$ cat src/rtl/chip8_draw_ctrl.sv
// CHIP-8 DXYN / 00E0 sequencer: fetches sprite bytes, XORs them into framebuffer rows
// one read-modify-write per row, and reports the VF collision flag with done.
module chip8_draw_ctrl #(
    parameter int ADDR_W   = 12,
    parameter bit WRAP_PIX = 1'b0
) (
    input  logic              clk,
    input  logic              reset,
    input  logic              cmd_valid,
    output logic              cmd_ready,
    input  logic              cmd_clear,
    input  logic [7:0]        cmd_x,
    input  logic [7:0]        cmd_y,
    input  logic [3:0]        cmd_n,
    input  logic [ADDR_W-1:0] cmd_i,
    output logic [ADDR_W-1:0] mem_addr,
    output logic              mem_rd,
    input  logic [7:0]        mem_rdata,
    output logic [4:0]        fb_addr,
    output logic              fb_rd,
    input  logic [63:0]       fb_rdata,
    output logic              fb_we,
    output logic [63:0]       fb_wdata,
    output logic              busy,
    output logic              done,
    output logic              collision
);

    typedef enum logic [2:0] {
        ST_IDLE,
        ST_RD,
        ST_WR,
        ST_CLR,
        ST_DONE
    } state_t;

    state_t            state_reg, state_next;
    logic [5:0]        x0_reg;
    logic [4:0]        y0_reg;
    logic [3:0]        n_reg;
    logic [ADDR_W-1:0] i_reg;
    logic [4:0]        row_reg, row_next;
    logic              coll_acc_reg, coll_acc_next;
    logic              coll_reg;

    logic [63:0]       sprite_word;
    logic [63:0]       mask;
    logic [4:0]        row_inc;
    logic [5:0]        next_y;
    logic              unused_bits;

    assign unused_bits = &{1'b0, cmd_x[7:6], cmd_y[7:5]};
    assign sprite_word = {mem_rdata, 56'd0};
    assign row_inc     = row_reg + 5'd1;
    assign next_y      = {1'b0, y0_reg} + {1'b0, row_inc};

    // Pixel gi of the shifted sprite comes from source pixel gi+x0; past the right
    // edge it is either dropped or taken modulo 64.
    genvar gi;
    generate
        for (gi = 0; gi < 64; gi++) begin : g_mask
            logic [6:0] src_idx;
            assign src_idx = 7'(gi) + {1'b0, x0_reg};
            if (WRAP_PIX) begin : g_wrap
                assign mask[gi] = sprite_word[src_idx[5:0]];
            end else begin : g_clip
                assign mask[gi] = !src_idx[6] && sprite_word[src_idx[5:0]];
            end
        end
    endgenerate

    always_comb begin
        state_next    = state_reg;
        row_next      = row_reg;
        coll_acc_next = coll_acc_reg;
        cmd_ready     = 1'b0;
        busy          = 1'b1;
        done          = 1'b0;
        mem_rd        = 1'b0;
        mem_addr      = '0;
        fb_rd         = 1'b0;
        fb_we         = 1'b0;
        fb_addr       = '0;
        fb_wdata      = '0;
        unique case (state_reg)
            ST_IDLE: begin
                cmd_ready = 1'b1;
                busy      = 1'b0;
                if (cmd_valid) begin
                    row_next      = '0;
                    coll_acc_next = 1'b0;
                    if (cmd_clear)
                        state_next = ST_CLR;
                    else if (cmd_n != 4'd0)
                        state_next = ST_RD;
                    else
                        state_next = ST_DONE;
                end
            end
            ST_RD: begin
                mem_rd     = 1'b1;
                mem_addr   = i_reg + ADDR_W'(row_reg);
                fb_rd      = 1'b1;
                fb_addr    = y0_reg + row_reg;
                state_next = ST_WR;
            end
            ST_WR: begin
                fb_we         = 1'b1;
                fb_addr       = y0_reg + row_reg;
                fb_wdata      = fb_rdata ^ mask;
                coll_acc_next = coll_acc_reg | (|(fb_rdata & mask));
                row_next      = row_inc;
                // Rows below the bottom edge are skipped entirely when clipping.
                if ((row_inc < {1'b0, n_reg}) && (WRAP_PIX || !next_y[5]))
                    state_next = ST_RD;
                else
                    state_next = ST_DONE;
            end
            ST_CLR: begin
                fb_we    = 1'b1;
                fb_addr  = row_reg;
                row_next = row_inc;
                if (row_reg == 5'd31)
                    state_next = ST_DONE;
            end
            ST_DONE: begin
                done       = 1'b1;
                state_next = ST_IDLE;
            end
            default: state_next = ST_IDLE;
        endcase
    end

    assign collision = (state_reg == ST_DONE) ? coll_acc_reg : coll_reg;

    always_ff @(posedge clk) begin
        if (reset) begin
            state_reg    <= ST_IDLE;
            row_reg      <= '0;
            coll_acc_reg <= 1'b0;
            coll_reg     <= 1'b0;
            x0_reg       <= '0;
            y0_reg       <= '0;
            n_reg        <= '0;
            i_reg        <= '0;
        end else begin
            state_reg    <= state_next;
            row_reg      <= row_next;
            coll_acc_reg <= coll_acc_next;
            if (state_reg == ST_DONE)
                coll_reg <= coll_acc_reg;
            if (state_reg == ST_IDLE && cmd_valid) begin
                x0_reg <= cmd_x[5:0];
                y0_reg <= cmd_y[4:0];
                n_reg  <= cmd_n;
                i_reg  <= cmd_i;
            end
        end
    end

endmodule

$ cat config.mk
export PLATFORM = sky130hd
export DESIGN_NAME = chip8_draw_ctrl
export DESIGN_NICKNAME = d
export VERILOG_FILES = /design/src/rtl/chip8_draw_ctrl.sv
export SDC_FILE = /design/constraint.sdc
export NUM_CORES = 1
export LEC_CHECK = 0
export CORE_MARGIN = 2
export CORE_UTILIZATION = 40
export CTS_BUF_LIST = sky130_fd_sc_hd__clkbuf_16
export DETAILED_ROUTE_END_ITERATION = 8
export GPL_TIMING_DRIVEN = 0
export PLACE_DENSITY_LB_ADDON = 0.2
export SLEW_MARGIN = 20
export SYNTH_ARGS = -nofsm -noshare
export SYNTH_HDL_FRONTEND = slang
export SYNTH_SLANG_ARGS = --single-unit
export TNS_END_PERCENT = 10
$ cat constraint.sdc
create_clock -name clk -period 8.4 [get_ports clk]
set_input_delay 1.68 -clock clk [delete_from_list [all_inputs] [get_ports clk]]
set_output_delay 1.68 -clock clk [all_outputs]
set_load 0.05 [all_outputs]
* After elaboration in Yosys (flattened, before gate mapping)
Index checks and enable logic that the tools add are counted.
** Word-level totals
- Flip-flop bits (word level) :: 37
- Input port bits :: 108
- Output and inout port bits :: 88
- Logic and storage cells :: 436
** Operators by class
- $add $sub $neg :: 67
- Order comparisons :: 65
- Equal/unequal tests :: 7
- Muxes and demuxes :: 147
- Bitwise logic cells :: 3
- Reductions and logical operators :: 139
** Operators by type and width (count)
- $lt A6 B7 Y1 const B :: 64
- $bmux W1 S6 :: 64
- $add A6 B6 Y7 const A :: 32
- $add A5 B6 Y7 const A :: 16
- $mux W1 :: 71
- $logic_and A1 B1 Y1 :: 65
- $and A64 B64 Y64 :: 1
- $logic_not A1 Y1 :: 64
- $mux W64 :: 1
- $reduce_or A64 Y1 :: 1
- $xor A64 B64 Y64 :: 1
- $add A4 B6 Y7 const A :: 8
- $add A3 B6 Y7 const A :: 4
- $pmux W5 S2 :: 2
- $mux W3 :: 5
- $add A2 B6 Y7 const A :: 2
- $add A12 B5 Y12 :: 1
- $mux W12 :: 1
- $pmux W3 S4 :: 1
- $add A1 B6 Y7 const A :: 1
- $add A5 B5 Y6 :: 1
- $eq A3 B2 Y1 const B :: 2
- $reduce_and A2 Y1 :: 3
- $add A5 B1 Y5 const B :: 1
- 13 further kinds :: 16

* Depth between registers and ports, before layout
Gate-level depths: netlist of the first run.
- Depth in word-level cells :: 8
- Depth in mapped cells :: 14

* Worst setup path after synthesis of the first run
OpenSTA, ideal clock, no wires.
- Path kind :: input to output
- Start point :: input mem_rdata[3]
- End point :: output fb_wdata[62]
- Arrival time :: 3.518 ns
- Data required time :: 6.720 ns
- Setup slack :: 3.202 ns
- Stages on the path :: 6
- Path buffers :: 0
- Cells stage by stage :: mux4_1 -> mux2_2 -> and3b_1 -> and4b_1 -> ha_1 -> and3_1
** On the way
- Longest elaborated chain between the ends :: 5
** RTL lines
- from (decl) :: RTL line 18 : input logic [7:0] mem_rdata,
- $bmux W1 S6 :: RTL line 67 : assign mask[gi] = !src_idx[6] && sprite_word[src_idx[5:0]];
- $mux W1 (implied by the code) :: RTL line 67
- $logic_and A1 B1 Y1 :: RTL line 67
- $xor A64 B64 Y64 :: RTL line 110 : fb_wdata = fb_rdata ^ mask;
- $mux W64 :: RTL line 85 : unique case (state_reg)
- to (decl) :: RTL line 23 : output logic [63:0] fb_wdata,
No other way between the ends. The select of a mux whose other input is x is not followed.

* Worst setup path after layout of the first run
- Start point :: register x0_reg[1]
- End point :: output fb_wdata[7]
** On the way
- Longest elaborated chain between the ends :: 6
- Elaborated cells on any way between the ends :: 7
** RTL lines
- from (decl) :: RTL line 38 : logic [5:0] x0_reg;
- from (signal assigned) :: RTL line 153 : x0_reg <= cmd_x[5:0];
- $add A3 B6 Y7 (*) :: RTL line 63 : assign src_idx = 7'(gi) + {1'b0, x0_reg};
- $bmux W1 S6 :: RTL line 67
- $mux W1 (implied by the code) :: RTL line 67
- $logic_and A1 B1 Y1 (*) :: RTL line 67
- $xor A64 B64 Y64 (*) :: RTL line 110
- $mux W64 (*) :: RTL line 85
Mark *: on every way between the ends. The rest lies on a longest branch, timed or not. The select of a mux whose other input is x is not followed.

==> results of run 1 <==
where the power goes:
group / switching [mW] / internal (mW) / leakage [nW]
Clock: 0.0788 / 0.139 / 0.0775
Combinational: 0.596 / 0.334 / 3.46
Sequential: 0.0225 / 0.194 / 0.303
Total: 0.698 / 0.667 / 3.84
critical path, stage by stage, from the launching register on:
cell and delay [ns]:
dfxtp_1 0.56, clkbuf_1 0.58, clkbuf_1 0.59, inv_1 0.22, ha_1 0.29, a21boi_0 0.48, xnor2_1 0.15, nand2b_1 0.25
a2111oi_0 1.00, ha_1 0.39, and3_1 0.16, clkdlybuf4s50_1 0.72
cell type report:
class	instances	area, um^2
fillers	1520	6680
multi-input cells	717	5230
repair buffers	189	1890
flip-flops and latches	37	741
well taps	211	264
plain buffers	63	258
clock buffers	5	125
inverters	22	83.8
clock inverters	3	41.3
per-layer routing:
layer,share of wire (%),global-route usage [%]
met4,4.6,13.6
met2,47,54.0
met5,0,0
met3,7.1,3.80
met1,42,39.9
layout by cell type (no fill, tap or decap), drive strengths merged, types with 31 or more instances in the layout:
master / Yosys / layout
clkdlybuf4s50: 0 / 189
ha: 110 / 110
nand2: 107 / 107
a21oi: 74 / 74
and3: 74 / 74
clkbuf: 47 / 52
xnor2: 49 / 49
nand3: 38 / 38
dfxtp: 37 / 37
nor2: 31 / 31
logic make-up after synthesis:
group	count (synthesis)
simple gates	366
compound gates	157
fa+ha+maj	112
xor+xnor	59
buf+inv	85
mux	23
flops	37
final timing paths:
check | slack, ns | endpoint | from | depth (start not counted)
worst max-delay path | 1.03 | fb_wdata[7] | x0_reg[1] | 11
worst min-delay path | 0.45 | n_reg[2] | n_reg[2] | 2
worst min register to register | 0.45 | n_reg[2] | n_reg[2] | 2
worst max register to register | 2.93 | coll_acc_reg | x0_reg[1] | 13
through the flow:
step / instances / utilization, %
3_5_place_dp: 1239 / 55.3
6_report: 1247 / 56.4
4_1_cts: 1247 / 56.4
5_1_grt: 1247 / 56.4
3_3_place_gp: 1239 / 55.3
2_1_floorplan: 839 / -
==> out/qor.yml, run 1 <==
timing:
  fmax_mhz: 136
  fin_tns_setup_ns: 0
  setup_ws_ns: 1.03
  tightest_slew_ns: 1.15
  fin_crit_sh_pct: 87.7
  rsz0062_at_grt: "no"
  setup_violations: 0
  fin_skew_ns: 0.00656
  finalHoldWorstSlack_ns: 0.455
  maxSlewViolCount: 0
  finalHoldViolCount: 0
  slew_headroom_pct: 21.1
  min_period_ns: 7.37
place:
  placed_area_mm2: 0.00846
  portBuffers: 189
  hpwl_um: 22300
  gp_congestion: 1.04
  post-place-ws_ns: 1.45
min_path:
  holdCritPathClass: "flop to flop"
clock_tree:
  postCtsSetupBuffers: 0
  cts_inserted_buffers: 5
  clockRootBuffer: "clkbuf_16"
  h-tree-depth: 2
  hold_buffers: 0
  post_cts_resized: 0
  clk_pin_slew_ns: 0.06
  clkSinkCount: 37
  clk_path_buf_depth: 2
  clkLatencyLatePin_ns: 0.28
  cts_tree: "done"
synth:
  yosysWarnings: 0
  synthesis.area_mm2: 0.00631
  synth-adder-area-share_pct: 22.5
  synth-async-reset-ratio_pct: 0
  muxShareOfSynthArea_pct: 5.61
  synth_area_leaders: "ha_1 (22%), dfxtp_1 (12%), and3_1 (7.3%)"
  syn-num-nets: 1059
  synth_xor_area_share_pct: 8.19
  synth_area_leader_cell: "ha_1"
  synth_cell_types: 66
  yosysMostFrequentCell: "ha_1"
  syn_avg_cell_area_um2: 7.52
  synth_top_family_by_area: "simple AND/OR/NAND/NOR gates"
  synth_ff_type: "dfxtp_1"
  synthCells: 839
  synth_compound_area_share_pct: 15.6
  synth.top_cell.area_share_pct: 21.8
  ys_seq_elements: 37
  yosys-top-cells-count: "ha_1 (110), nand2_1 (107), a21oi_1 (74), and3_1 (74), xnor2_1 (49)"
  ys_seq_area_share_pct: 11.7
  synth_edf_count: 0
  synth-simple-area-share_pct: 31.0
layout:
  design_area_mm2: 0.00863
  area_growth_pct: 36.8
  antenna_cells: 0
  drive_above_1_share_pct: 3.38
  largest_reg_flops: 12
  fin_nets: 1255
power_and_ir_drop:
  p_leak_nw: 3.84
  ir_drop_mv: 0.0956
  power_density_mw_per_mm2: 158
  p_total_mw: 1.36
status:
  outcome: "complete, no violations"
grt:
  overflow: 0
  antenna_found_initial: 0
  grt_pass1_wl_um: 40100
  grt_pass1_vias: 6828
  grtUsageTotal_pct: 31.5
  grt_max_degree: 16
routing:
  dr.pass1.iters: 6
  routedWlPerCell_um: 21.9
  remaining_drc_errors: 0
  num_vias: 7249
  via_per_inst: 5.81
  drtAntennaViolNets: 0
  wl_um: 27300
  initialDrtViolationCount: 632
floorplanning:
  initial_utilization_pct: 41.2
  die_w_um: 130
  die_area_mm2: 0.0168
  core_mm2: 0.0153
  io_pins: 196
  die_h_um: 130
  num_rows: 45
setup_path:
  critPathLaunchType: "flop"
  crit_type: "flop to output pin"
  cp-end-kind: "output pin"
  crit_arrival_ns: 5.69
  path_max_fanout: 10
  crit_required_ns: 6.72
job:
  drv_cap: 0
Power figures use the tool's default switching activity.
==> run 2, diff against run 1 <==
--- a/config.mk
+++ b/config.mk
@@ -5,7 +5,6 @@
 export SDC_FILE = /design/constraint.sdc
 export NUM_CORES = 1
 export LEC_CHECK = 0
-export CORE_MARGIN = 2
 export CORE_UTILIZATION = 40
 export CTS_BUF_LIST = sky130_fd_sc_hd__clkbuf_16
 export DETAILED_ROUTE_END_ITERATION = 8
==> constraint.sdc (replaced) <==
create_clock -name clk -period 6.31 [get_ports clk]
set_input_delay 1.262 -clock clk [delete_from_list [all_inputs] [get_ports clk]]
set_output_delay 1.262 -clock clk [all_outputs]
set_load 0.05 [all_outputs]
==> run 2 against run 1 <==
Against the previous run: global-route usage up 0.96 points; critical path depth is the same; non-clock buffer count is the same; die area fell by 3.1%; clock skew down 0.0018 ns; sequential power rose by 33%; utilization increased by 0.22 points; sequential share of layout area about the same.
==> out/qor.yml, run 2 (same netlist as run 1, synthesis figures left out) <==
routing:
  num_vias: 7338
  via_per_inst: 5.88
  remaining_drc_errors: 0
  routedWlPerCell_um: 21.6
  wl_um: 26900
  dr.pass1.iters: 5
  initialDrtViolationCount: 664
  drtAntennaViolNets: 0
timing:
  rsz0062_at_grt: "no"
  finalHoldViolCount: 0
  fin_skew_ns: 0.00472
  fin_crit_sh_pct: 95.0
  min_period_ns: 5.99
  tightest_slew_ns: 1.06
  setup_violations: 0
  maxSlewViolCount: 0
  fmax_mhz: 167
  slew_headroom_pct: 28.9
floorplanning:
  die_area_mm2: 0.0163
  initial_utilization_pct: 41.2
  die_h_um: 128
  io_pins: 196
  num_rows: 45
  die_w_um: 128
  core_mm2: 0.0153
layout:
  final_cell_mix: "clkdlybuf4s50_1 (189), ha_1 (110), nand2_1 (107)"
  register_area_um2: 741
  design_area_mm2: 0.00866
  finish.cell_count_without_fillers: 1247
  post-route-util_pct: 56.6
  antenna_cells: 0
  multiInputGateArea_mm2: 0.00523
  layout_commonest_cell: "clkdlybuf4s50_1"
  area_growth_pct: 37.3
  largest_reg_flops: 12
  fin_nets: 1255
  drive_above_1_share_pct: 3.76
  fill_cells: 1516
setup_path:
  crit_arrival_ns: 4.73
  cp-end-kind: "output pin"
  rr_startpoint: "x0_reg[1]"
  rr_endpoint: "coll_acc_reg"
  path_max_fanout: 10
  crit_type: "flop to output pin"
  cp_slowest_stage_delay_ns: 0.80
  endpoint: "fb_wdata[5]"
  r2r_setup_slack_ns: 1.53
  cp-startpoint: "x0_reg[1]"
  worstPathCellList: "clkbuf_2 -> clkbuf_2 -> inv_1 -> ha_1 -> mux4_2 -> mux2i_1 -> nand2b_1 -> a2111oi_0 -> ha_1 -> and3_1 -> clkdlybuf4s50_1"
  critPathLaunchType: "flop"
  rr_worst_depth: 13
  crit_required_ns: 5.05
  crit_slowest_cell: "clkdlybuf4s50_1"
grt:
  antenna_found_initial: 0
  grt_pass1_vias: 6891
  grt_pass1_wl_um: 40100
  grtUsageTotal_pct: 32.5
  overflow: 0
  grt_max_degree: 16
place:
  portBuffers: 189
  hpwl_um: 21900
  place_inst: 1239
  placed_area_mm2: 0.00847
  gp_congestion: 1.02
clock_tree:
  clkSinkCount: 37
  hold_buffers: 0
  clk_pin_slew_ns: 0.06
  clk_path_buf_depth: 2
  clockRootBuffer: "clkbuf_16"
  h-tree-depth: 2
  cts_inserted_buffers: 5
  cts_tree: "done"
  clkLatencyLatePin_ns: 0.28
min_path:
  holdCritPathClass: "flop to flop"
job:
  drv_cap: 0
status:
  outcome: "complete, no violations"
power_and_ir_drop:
  p_leak_nw: 3.87
  power_density_mw_per_mm2: 214
  p_total_mw: 1.86
  ir_drop_mv: 0.147
-- run 2: where the power goes --
group          leakage (nW)  internal [mW]  switching (mW)
Combinational          3.47          0.447           0.798
Sequential            0.303          0.258          0.0294
Clock                0.0938          0.226           0.100
-- run 2: worst max-delay path: cells and delay by family (launching register included) --
| kind | cells | cell delay [ns] |
|---|---|---|
| buffers and inverters | 4 | 1.60 |
| multiplexers | 2 | 0.99 |
| adder cells (fa/ha/maj) | 2 | 0.79 |
| flip-flops | 1 | 0.52 |
| AND/OR/NAND/NOR | 2 | 0.44 |
| AO/OA/AOI/OAI | 1 | 0.10 |
-- run 2: worst min-delay path by stage --
stage / start / to / slack (ns) / depth (start not counted)
2_1_floorplan: n_reg[0] / n_reg[0] / 0.43 / 2
3_3_place_gp: n_reg[3] / n_reg[3] / 0.44 / 2
3_5_place_dp: n_reg[1] / n_reg[1] / 0.45 / 2
6_report: n_reg[1] / n_reg[1] / 0.45 / 2
4_1_cts: n_reg[1] / n_reg[1] / 0.46 / 2
5_1_grt: n_reg[3] / n_reg[3] / 0.47 / 2
-- run 2: what timing repair did --
item	4_1_cts	5_1_grt
buffers inserted	0	0
resized for setup	3	2
setup endpoints to repair	2	3
gates cloned	0	0
-- run 2: stage by stage --
| step | hold slack, ns | TNS, ns | worst slack [ns] |
|---|---|---|---|
| after detailed placement | 0.448 | 0 | 0.197 |
| final | 0.452 | 0 | 0.316 |
| after global routing | 0.472 | 0 | 0.150 |
| after floorplan | 0.433 | 0 | 1.73 |
| after CTS | 0.456 | 0 | 0.196 |
| after global placement | 0.444 | -0.0850 | -0.0850 |
-- run 2: cell type report --
type	instances	area share, %
clock buffer	5	1.44
multi-input combinational	717	60.4
sequential	37	8.55
clock inverter	3	0.751
buffer	63	3.00
inverter	22	0.968
tap	211	3.05
timing repair buffer	189	21.8
-- run 2: metal layers --
layer	wire length, um	track usage [%]	vias up
met1	10900	40.0	3391
met2	12500	55.8	424
met3	2170	4.23	66
met5	0	0	-
li1	-	-	3457
met4	1340	15.8	0
